### config.mk
export PLATFORM = sky130hd
export DESIGN_NAME = vga_sync_gen
export DESIGN_NICKNAME = d
export VERILOG_FILES = /design/src/rtl/vga_pkg.sv /design/src/rtl/vga_axis_timer.sv /design/src/rtl/vga_sync_gen.sv
export SDC_FILE = /design/constraint.sdc
export NUM_CORES = 1
export LEC_CHECK = 0
export CAP_MARGIN = 20
export CORE_ASPECT_RATIO = 1.1
export CORE_MARGIN = 2
export CORE_UTILIZATION = 55
export CTS_CLUSTER_SIZE = 10
export DETAILED_ROUTE_END_ITERATION = 7
export DONT_BUFFER_PORTS = 1
export PLACE_DENSITY_LB_ADDON = 0.05
export SLEW_MARGIN = 20
export SYNTH_ARGS = -nofsm -noshare
export SYNTH_HDL_FRONTEND = slang
export SYNTH_SLANG_ARGS = --single-unit
### constraint.sdc
create_clock -name clk -period 4.8 [get_ports clk]
set_input_delay 0.48 -clock clk [delete_from_list [all_inputs] [get_ports clk]]
set_output_delay 0.48 -clock clk [all_outputs]
set_load 0.005 [all_outputs]
### src/rtl/vga_pkg.sv
// Shared VGA timing constants and the per-axis phase enumeration for the
// sync generator and the drawing blocks.
package vga_pkg;

    localparam int unsigned H_ACTIVE_DEF = 800;
    localparam int unsigned H_FP_DEF     = 56;
    localparam int unsigned H_SYNC_DEF   = 120;
    localparam int unsigned H_BP_DEF     = 64;
    localparam int unsigned V_ACTIVE_DEF = 600;
    localparam int unsigned V_FP_DEF     = 37;
    localparam int unsigned V_SYNC_DEF   = 6;
    localparam int unsigned V_BP_DEF     = 23;

    localparam int unsigned H_TOTAL = H_ACTIVE_DEF + H_FP_DEF + H_SYNC_DEF + H_BP_DEF;
    localparam int unsigned V_TOTAL = V_ACTIVE_DEF + V_FP_DEF + V_SYNC_DEF + V_BP_DEF;

    localparam int unsigned HCNT_W = 12;
    localparam int unsigned VCNT_W = 11;

    typedef enum logic [1:0] {
        PH_ACTIVE = 2'd0,
        PH_FRONT  = 2'd1,
        PH_SYNC   = 2'd2,
        PH_BACK   = 2'd3
    } phase_t;

endpackage

### src/rtl/vga_axis_timer.sv
// One timing axis: position counter plus ACTIVE/FRONT/SYNC/BACK phase FSM.
// Exposes the next phase so the parent can register aligned outputs.
module vga_axis_timer
    import vga_pkg::*;
#(
    parameter int unsigned ACTIVE = H_ACTIVE_DEF,
    parameter int unsigned FP     = H_FP_DEF,
    parameter int unsigned SYNC   = H_SYNC_DEF,
    parameter int unsigned BP     = H_BP_DEF,
    parameter int unsigned CNT_W  = HCNT_W
) (
    input  logic             clk,
    input  logic             rst,
    input  logic             en,
    output logic [CNT_W-1:0] count,
    output phase_t           phase_nxt_c,
    output logic             wrap_c
);

    localparam int unsigned TOTAL = ACTIVE + FP + SYNC + BP;
    localparam logic [CNT_W-1:0] LAST_ACTIVE = CNT_W'(ACTIVE - 1);
    localparam logic [CNT_W-1:0] LAST_FRONT  = CNT_W'(ACTIVE + FP - 1);
    localparam logic [CNT_W-1:0] LAST_SYNC   = CNT_W'(ACTIVE + FP + SYNC - 1);
    localparam logic [CNT_W-1:0] LAST_TOTAL  = CNT_W'(TOTAL - 1);

    phase_t           phase;
    logic [CNT_W-1:0] count_nxt;

    assign wrap_c = en && (count == LAST_TOTAL);

    // Next position and phase; the phase moves on the edge the counter crosses a boundary
    always_comb begin
        count_nxt   = count;
        phase_nxt_c = phase;
        if (wrap_c) begin
            count_nxt   = '0;
            phase_nxt_c = PH_ACTIVE;
        end else if (en) begin
            count_nxt = count + CNT_W'(1);
            unique case (phase)
                PH_ACTIVE: if (count == LAST_ACTIVE) phase_nxt_c = PH_FRONT;
                PH_FRONT:  if (count == LAST_FRONT)  phase_nxt_c = PH_SYNC;
                PH_SYNC:   if (count == LAST_SYNC)   phase_nxt_c = PH_BACK;
                PH_BACK:   phase_nxt_c = PH_BACK;
                default:   phase_nxt_c = PH_ACTIVE;
            endcase
        end
    end

    always_ff @(posedge clk) begin
        if (rst) begin
            count <= '0;
            phase <= PH_ACTIVE;
        end else begin
            count <= count_nxt;
            phase <= phase_nxt_c;
        end
    end

endmodule

### src/rtl/vga_sync_gen.sv
// VGA sync generator: horizontal/vertical axis timers with all outputs
// registered so they describe the same (hcounter, vcounter) pair.
module vga_sync_gen
    import vga_pkg::*;
#(
    parameter int unsigned H_ACTIVE = H_ACTIVE_DEF,
    parameter int unsigned H_FP     = H_FP_DEF,
    parameter int unsigned H_SYNC   = H_SYNC_DEF,
    parameter int unsigned H_BP     = H_BP_DEF,
    parameter int unsigned V_ACTIVE = V_ACTIVE_DEF,
    parameter int unsigned V_FP     = V_FP_DEF,
    parameter int unsigned V_SYNC   = V_SYNC_DEF,
    parameter int unsigned V_BP     = V_BP_DEF,
    parameter bit          SYNC_POL = 1'b1
) (
    input  logic              clk,
    input  logic              rst,
    output logic [HCNT_W-1:0] hcounter,
    output logic [VCNT_W-1:0] vcounter,
    output logic              visible,
    output logic              VGA_HS,
    output logic              VGA_VS,
    output logic              frame_start,
    output logic              line_start
);

    logic   run_q;
    logic   h_wrap_c;
    logic   v_wrap_c;
    phase_t h_phase_nxt_c;
    phase_t v_phase_nxt_c;

    // The first edge after reset presents (0,0) without advancing the counters
    always_ff @(posedge clk) begin
        if (rst) run_q <= 1'b0;
        else     run_q <= 1'b1;
    end

    vga_axis_timer #(
        .ACTIVE (H_ACTIVE),
        .FP     (H_FP),
        .SYNC   (H_SYNC),
        .BP     (H_BP),
        .CNT_W  (HCNT_W)
    ) u_h_timer (
        .clk         (clk),
        .rst         (rst),
        .en          (run_q),
        .count       (hcounter),
        .phase_nxt_c (h_phase_nxt_c),
        .wrap_c      (h_wrap_c)
    );

    vga_axis_timer #(
        .ACTIVE (V_ACTIVE),
        .FP     (V_FP),
        .SYNC   (V_SYNC),
        .BP     (V_BP),
        .CNT_W  (VCNT_W)
    ) u_v_timer (
        .clk         (clk),
        .rst         (rst),
        .en          (h_wrap_c),
        .count       (vcounter),
        .phase_nxt_c (v_phase_nxt_c),
        .wrap_c      (v_wrap_c)
    );

    always_ff @(posedge clk) begin
        if (rst) begin
            visible     <= 1'b0;
            VGA_HS      <= ~SYNC_POL;
            VGA_VS      <= ~SYNC_POL;
            frame_start <= 1'b0;
            line_start  <= 1'b0;
        end else begin
            visible     <= (h_phase_nxt_c == PH_ACTIVE) && (v_phase_nxt_c == PH_ACTIVE);
            VGA_HS      <= (h_phase_nxt_c == PH_SYNC) ? SYNC_POL : ~SYNC_POL;
            VGA_VS      <= (v_phase_nxt_c == PH_SYNC) ? SYNC_POL : ~SYNC_POL;
            frame_start <= ~run_q | v_wrap_c;
            line_start  <= ~run_q | h_wrap_c;
        end
    end

endmodule

==> metrics.csv <==
stage;metric;value;unit
status;status;finished clean;
clock_network;cts_sinks;33;
clock_network;path_clk_slew;0.09;ns
floorplanning;core;0.00283;mm2
floorplanning;io_pins;30;
routing;wl_per_cell;15.9;um
synthesis;synth.area.top_cells;dfxtp_1 (40%), a21oi_1 (5.4%), xnor2_1 (4.2%), ha_1 (3.8%), or4_1 (3.6%);
cells_and_area;final_nets;199;
synthesis;ys_ff_latch;33;
synthesis;dominantRegCellSynth;dfxtp_1;
power_and_ir_drop;power_density;252;mW/mm2
routing;dr.pass1.iters;4;
floorplanning;initial_core_util;58.9;%
sta;setup-tns-final;0;ns
setup_path;cp_common_cell;or4_1;
setup_path;cp.required;5.07;ns
power_and_ir_drop;p_comb_share;2.4;%
synthesis;syn_inst;190;
power_and_ir_drop;clockPowerShare;33.6;%
sta;worst_pin_slew;0.725;ns
setup_path;critPathArrivalTime;3.02;ns
synthesis;synth_edf_count;0;
setup_path;crit_buf_inv;0;
setup_path;cp_max_fo;17;
run;maxCapViolCount;0;
setup_path;crit_family;simple AND/OR/NAND/NOR gates;
clock_network;clock_path_buffers;2;
routing;vias;1442;
synthesis;post_synth_num_cell_types;39;
sta;finalMaxSlewViolations;0;
synthesis;yosysMostFrequentCell;dfxtp_1;
sta;fmax;363;MHz
sta;rsz0062_at_grt;no;
clock_network;clockRootBuffer;clkbuf_4;
cells_and_area;syn2layout_area_growth;4.73;%
cells_and_area;antennaDiodeCount;0;
global_route;antenna_found_initial;0;
clock_network;cts_resized;0;
clock_network;cts.htree.levels;2;
global_route;grt_pass1_wl;5.98;mm
sta;hold_violations;0;
floorplanning;die_x;56.5;um
global_route;grt_max_degree;18;
power_and_ir_drop;p_switching;0.0994;mW
routing;vias_per_cell;6.38;
routing;wirelength;3.58;mm
cells_and_area;drive_above_1_share;10.4;%
synthesis;seq_area_frac_synth;39.7;%
synthesis;synth.top_cell.area_share;39.7;%
placement;port_buffers;0;
clock_network;cts-buffers-inserted;5;
synthesis;synthTopCellsByCount;dfxtp_1 (33), a21oi_1 (18), nor2_1 (14);
global_route;first_global_vias;1316;
setup_path;cpPeakStageDelay;0.76;ns
setup_path;end_kind;flip-flop;
min_path;hold_class;in2reg;
sta;slew_headroom;51.3;%
sta;worst_clock_skew;0.00918;ns
power_and_ir_drop;switching_share;22.7;%
clock_network;cts_tree;yes;
global_route;overflow;0;
global_route;grtUsageTotal;22.4;%
power_and_ir_drop;p_int;0.339;mW
synthesis;avgSynthCellArea;8.76;um2
synthesis;syn-num-nets;197;
cells_and_area;fill_cells;255;
sta;period_minus_slack;2.75;ns
sta;finalCritPeriodShare;57.4;%
floorplanning;die_height;61.7;um
clock_network;clk_latency;0.33;ns
setup_path;worst_setup_path_start_kind;flip-flop;
floorplanning;row_count;20;
synthesis;async_flop_share;0;%
cells_and_area;utilization;61.7;%
synthesis;synth_top_area_cell;dfxtp_1;
setup_path;crit_type;reg2reg;
power_and_ir_drop;p_leak;0.507;nW
clock_network;postCtsSetupBuffers;0;
setup_path;crit_slowest_cell;or4_1;
setup_path;worstPathCellList;ha_1 > or4b_4 > or4_1 > or4_1 > a21oi_1;
power_and_ir_drop;peakVddDrop;0.219;mV
power_and_ir_drop;sequentialPowerShare;64.0;%
floorplanning;dieArea;0.00348;mm2
placement;gp_congestion;0.827;
clock_network;cts-hold-fix-buffers;0;
placement;dp_hpwl;2.60;mm
routing;drc;0;
synthesis;synth-warning-count;0;
routing;drt_iter0_markers;46;
routing;antenna_left;0;
sta;finalSetupViolCount;0;
synthesis;synthesis.area;0.00167;mm2
==> cell usage in the layout, fill, tap and decap left out, types with 2 or more instances in the layout <==
| master | synthesis | routed |
|---|---|---|
| dfxtp_1 | 33 | 33 |
| a21oi_1 | 18 | 18 |
| nor2_1 | 14 | 14 |
| nand2_1 | 13 | 13 |
| inv_1 | 12 | 12 |
| or4_1 | 8 | 8 |
| xnor2_1 | 8 | 8 |
| nand3_1 | 7 | 7 |
| nor4_1 | 8 | 7 |
| o31ai_1 | 7 | 7 |
| nand4_1 | 5 | 5 |
| or3_1 | 5 | 5 |
| ha_1 | 5 | 5 |
| clkbuf_4 | 0 | 5 |
| nor3_1 | 4 | 4 |
| or4_4 | 3 | 3 |
| nand2b_1 | 3 | 3 |
| o21ai_0 | 3 | 3 |
| clkbuf_1 | 4 | 3 |
| or4b_4 | 2 | 2 |
| nand3b_1 | 2 | 2 |
| or4b_2 | 2 | 2 |
| or3b_2 | 2 | 2 |
| a31oi_1 | 2 | 2 |
| nand4bb_1 | 2 | 2 |
| a211oi_1 | 2 | 2 |
| xor2_1 | 2 | 2 |
==> registers in the layout (all words and copies together), names as in the netlist <==
signal and count:
u_v_timer.count 11, VGA_VS 1, run_q 1, visible 1, u_h_timer.phase 2, frame_start 1, VGA_HS 1, line_start 1
u_h_timer.count 12, u_v_timer.phase 2
==> routing by layer <==
layer	up-vias	track usage (%)	share of wire, %
li1	715	-	-
met1	679	23.8	41
met2	44	40.0	50
met3	4	9.32	7.4
met4	0	9.18	1.0
met5	-	0	0
==> logic make-up after synthesis <==
logic type               count (synthesis)  synth area share [%]
buffers and inverters                   18                  4.21
flip-flops                              33                  39.7
AO/OA/AOI/OAI                           38                  15.0
adder cells (fa/ha/maj)                  5                  3.76
multiplexers                             1                 0.601
AND/OR/NAND/NOR                         85                  31.5
XOR/XNOR                                10                  5.26
==> layout make-up <==
class | count | area, um2 | share of cell area, %
multi-input cells | 139 | 941 | 53.9
repair buffers | 1 | 7.51 | 0.430
well taps | 33 | 41.3 | 2.37
flip-flops and latches | 33 | 661 | 37.9
inverters | 12 | 45.0 | 2.58
clock buffers | 8 | 48.8 | 2.80
==> worst paths after layout <==
check	start	to	slack, ns	cells after the start
setup / recovery	u_h_timer.count[0]	u_v_timer.count[10]	2.05	5
hold / removal	rst	visible	0.21	1
setup reg to reg	u_h_timer.count[0]	u_v_timer.count[10]	2.05	5
hold reg to reg	u_h_timer.phase[1]	VGA_HS	0.52	2
==> power by group through the flow <==
stage / registers, mW / clock network [mW] / logic (mW)
2_1_floorplan: 0.285 / 0 / 0.00923
3_3_place_gp: 0.287 / 0 / 0.0103
3_5_place_dp: 0.287 / 0 / 0.0105
4_1_cts: 0.281 / 0.153 / 0.0105
5_1_grt: 0.282 / 0.165 / 0.0114
6_report: 0.281 / 0.147 / 0.0104
==> stage by stage <==
step | setup slack (ns) | hold WS (ns) | cell area, um2 | cells | total power [mW]
finish | 2.05 | 0.207 | 1740 | 226 | 0.439
CTS | 2.05 | 0.196 | 1740 | 226 | 0.444
detailed placement | 2.07 | 0.503 | 1690 | 218 | 0.298
floorplan | 2.35 | 0.469 | 1670 | 190 | 0.295
global route | 1.88 | 0.185 | 1740 | 226 | 0.458
global placement | 2.16 | 0.495 | 1690 | 218 | 0.297
No activity file was read; power rests on OpenSTA's default activity.
